===== src/rtl/gb_frame_sequencer.sv =====
// APU frame sequencer: divides clk to the frame rate, walks the 8-step schedule and
// emits one-cycle length/sweep/envelope strobes plus the registered channel-1 trigger.
module gb_frame_sequencer #(
  parameter int PRESCALE_BITS = 13
) (
  input  logic       clk,
  input  logic       reset,
  input  logic       apu_enable,
  input  logic       trigger_in,
  output logic       trigger,
  output logic       clk_length,
  output logic       clk_sweep,
  output logic       clk_envelope,
  output logic [2:0] step,
  output logic       length_skip
);

  localparam logic [PRESCALE_BITS-1:0] PRESCALE_ONE = 1;

  logic [PRESCALE_BITS-1:0] prescaler;
  logic                     pending;
  logic                     tick;
  logic                     sweep_due;
  logic                     defer;

  assign tick        = apu_enable && (&prescaler);
  assign sweep_due   = tick && ((step == 3'd2) || (step == 3'd6));
  // Trigger wins a collision; the sweep slips one cycle. A pending sweep never defers twice.
  assign defer       = sweep_due && trigger_in && !pending;
  assign length_skip = step[0];

  always_ff @(posedge clk or posedge reset) begin
    if (reset) begin
      prescaler    <= '0;
      step         <= 3'd0;
      pending      <= 1'b0;
      trigger      <= 1'b0;
      clk_length   <= 1'b0;
      clk_sweep    <= 1'b0;
      clk_envelope <= 1'b0;
    end else if (!apu_enable) begin
      prescaler    <= '0;
      step         <= 3'd0;
      pending      <= 1'b0;
      trigger      <= 1'b0;
      clk_length   <= 1'b0;
      clk_sweep    <= 1'b0;
      clk_envelope <= 1'b0;
    end else begin
      prescaler    <= prescaler + PRESCALE_ONE;
      if (tick) begin
        step <= step + 3'd1;
      end
      pending      <= defer;
      trigger      <= trigger_in;
      clk_length   <= tick && !step[0];
      clk_sweep    <= (sweep_due || pending) && !defer;
      clk_envelope <= tick && (step == 3'd7);
    end
  end

endmodule


===== config.mk =====
export PLATFORM = sky130hd
export DESIGN_NAME = gb_frame_sequencer
export DESIGN_NICKNAME = d
export VERILOG_FILES = /design/src/rtl/gb_frame_sequencer.sv
export SDC_FILE = /design/constraint.sdc
export NUM_CORES = 1
export LEC_CHECK = 0
export ABC_AREA = 0
export CAP_MARGIN = 10
export CORE_MARGIN = 2
export CORE_UTILIZATION = 52
export CTS_BUF_LIST = sky130_fd_sc_hd__clkbuf_8
export DETAILED_ROUTE_END_ITERATION = 10
export HOLD_SLACK_MARGIN = 0.15
export MAX_ROUTING_LAYER = met4
export PLACE_DENSITY = 0.75
export SLEW_MARGIN = 20
export SYNTH_ARGS = -nofsm -noshare
export SYNTH_HDL_FRONTEND = slang
export SYNTH_SLANG_ARGS = --single-unit

===== constraint.sdc =====
create_clock -name clk -period 4.2 [get_ports clk]
set_clock_uncertainty 0.05 [all_clocks]
set_input_delay 0.63 -clock clk [delete_from_list [all_inputs] [get_ports clk]]
set_output_delay 0.63 -clock clk [all_outputs]
set_load 0.02 [all_outputs]

==> flow_summary.ini <==
[run_status]
run_status = completed

[yosys]
combinational_family_with_the_most_area_after_synthesis = simple AND/OR/NAND/NOR gates
synth-simple-area-share_pct = 24.5
synth_top_cell_area_share_pct = 50.7
synth_ff_type = sky130_fd_sc_hd__dfrtp_1
xor_and_xnor_area_share_after_synthesis_pct = 2.53
synth-compound-area-share_pct = 10.3
synth.net_count = 103
post-synth-top-count-cell = sky130_fd_sc_hd__dfrtp_1
synth.ff_latch_count = 21
postSynthAreaPerCell_sq_um = 10.9
yosys.cell_types.count = 31
netlist_area_sq_um = 1040
synth.area.top_cells = sky130_fd_sc_hd__dfrtp_1 51%, sky130_fd_sc_hd__ha_1 4.8%, sky130_fd_sc_hd__nand2_1 3.6%
syn_inst = 95
synthTopCellsByCount = 21 x sky130_fd_sc_hd__dfrtp_1, 10 x sky130_fd_sc_hd__nand2_1, 7 x sky130_fd_sc_hd__a21oi_1, 5 x sky130_fd_sc_hd__inv_1
yosysTopAreaCell = sky130_fd_sc_hd__dfrtp_1
yosys-mux-area-fraction_pct = 2.90
synth_enable_flop_cells = 0
ys_async_sr_fraction_pct = 100
synthesized_area_fraction_occupied_by_adder_cells_pct = 4.83
ys_seq_area_share_pct = 50.7
yosysWarningCount = 0

[power]
clock_network_fraction_of_design_power_pct = 36.1
power.switching_fraction_pct = 21.6
static-leakage-power_uw = 0.000508
power_per_cell_area_nw_per_um2 = 294
sequentialPowerShare_pct = 59.1
combPwrFrac_pct = 4.8
power_switching_uw = 76.1
p_int_uw = 276
irDropWorstVdd_mv = 0.284

[final_layout]
areaGrowthSynthToFinish_pct = 15.7
fin_nets = 115
final_core_util_pct = 62.4
finalNonFillerCells = 133
layout-drive-gt1-share_pct = 8.49
antennaDiodeCount = 0
design_area_sq_um = 1200
fill_cells = 163

[routing]
routedWlPerCell_microns = 14.0
drc = 0
firstDrtPassIters = 4
detail_route.iter0.violations = 18
final_antenna_net_count = 0
vias_per_cell = 5.59
dr_total_vias = 743
final_wirelength_microns = 1870

[hold_path]
worstHoldPathType = flop to flop
hold_path_startpoint = pending$_DFF_PP0_

[clock_network]
tritoncts = built
hold_buffers = 0
htreeDepth = 1
post_cts.resized_instances = 0
tritoncts_num_sinks = 21
clock_latency_of_the_later_clocked_register_in_the_worst_skew_pair_ns = 0.26
cts-root-to-sink-buffers = 2
clk_transition_reported_paths_ns = 0.07
clock_root_buffer_master = sky130_fd_sc_hd__clkbuf_8
cts_setup_buffers = 0
cts_made_buffers = 3

[critical_path]
cp_num_buf_inv = 1
crit_path_start_kind = flop
timing.critical_path.required_ns = 3.52
timing.setup.critical_path_class = flop to primary output
slowest_delay_ns = 0.64
critical_path.endpoint_type = primary output
r2r_start = prescaler[0]$_DFF_PP0_
cp_data_arrival_time_ns = 1.34
critical-path-top-delay-family = buffers and inverters
start_point_of_the_critical_path = step[0]$_DFFE_PP0P_
worst_path_max_delay_cell = sky130_fd_sc_hd__clkdlybuf4s50_1
crit_path_cell_trace = clkdlybuf4s50_1
path_max_fanout = 6

[place]
detailed_place.area_sq_um = 1150
total_placed_cells_including_tap_cells = 129
dp_hpwl_microns = 1280
gp_routability_congestion = 0.706
io_buffer_count = 11

[run]
maxCapViolCount = 0

[global_routing]
grt_pass1_vias = 750
grt_util_all_layers_pct = 19.5
grt_antenna_before_repair = 0
grt_start_max_net_pins = 22
grt_first_pass_wirelength_microns = 3430
overflow = 0

[sta]
finalHoldViolCount = 0
final_min_period_over_clock_period_pct = 48.0
worstMarginPinSlew_ns = 0.789
grt_setup_unrepaired = no
totalNegativeSetupSlack_ns = 0
timing.final.setup_violations = 0
clock.fmax_mhz = 496
final-max-slew-violation-count = 0
relSlewSlack_pct = 47.3
layout_min_cycle_time_ns = 2.02
whs_ns = 0.408

[die]
die_ar_sq_um = 2370
core_region_area_sq_um = 1920
die_width_microns = 48.7
start_util_pct = 54.0
row_count = 16
pin_count = 12
die_h_microns = 48.7
## metrics by stage
| stage | power [uW] | setup WS, ns |
|---|---|---|
| after floorplan | 222 | 2.60 |
| after global routing | 368 | 2.11 |
| after CTS | 356 | 2.18 |
| after detailed placement | 229 | 2.08 |
| final | 352 | 2.18 |
| after global placement | 229 | 2.14 |
## final cells by class
type	count	area, sq um	area share [%]
repair buffers	11	110	9.18
flip-flops and latches	21	526	43.8
well taps	27	33.8	2.82
clock inverters	1	3.75	0.313
multi-input cells	65	467	38.9
clock buffers	3	41.3	3.44
inverters	5	18.8	1.56
## worst paths after layout
check / end / slack [ns] / depth (start not counted)
max: length_skip / 2.18 / 1
min: pending$_DFF_PP0_ / 0.41 / 1
max reg2reg: clk_sweep$_DFF_PP0_ / 2.44 / 4
min reg2reg: pending$_DFF_PP0_ / 0.41 / 1
max in group asynchronous: prescaler[3]$_DFF_PP0_ / 2.84 / 2
min in group asynchronous: prescaler[7]$_DFF_PP0_ / 0.77 / 2
## sequential cells by signal (all words and copies together) (netlist names)
signal	flops
step	3
prescaler	13
clk_length	1
clk_envelope	1
trigger	1
pending	1
clk_sweep	1
## cell usage in the layout (no fill, tap or decap), drive strengths merged, types with 4 or more instances in the layout
cell and count:
dfrtp 21, o21ai 4, o31ai 4, nand3 4, clkdlybuf4s50 11, or4 4, a21oi 7, or3 4
inv 6, nand4 4, nor2 4, ha 4, nand2 10
## power by group through the flow
stage	combinational (uW)	clock (uW)	sequential, uW
4_1_cts	17.4	131	208
2_1_floorplan	9.99	0	212
5_1_grt	19.4	140	208
6_report	17.0	127	208
3_5_place_dp	17.3	0	212
3_3_place_gp	17.3	0	212
## layer usage
layer	vias to the layer above	global-route usage, %	routed length, microns
met4	0	7.14	27
met3	4	4.63	65
met5	-	-	0
li1	357	-	-
met2	16	32.9	929
met1	366	22.7	844
## logic make-up after synthesis
group | after synthesis
simple gates | 38
flops | 21
compound gates | 17
buf+inv | 9
fa+ha+maj | 4
xor+xnor | 3
mux | 3
Note: power is estimated with default switching activity, not from simulation.
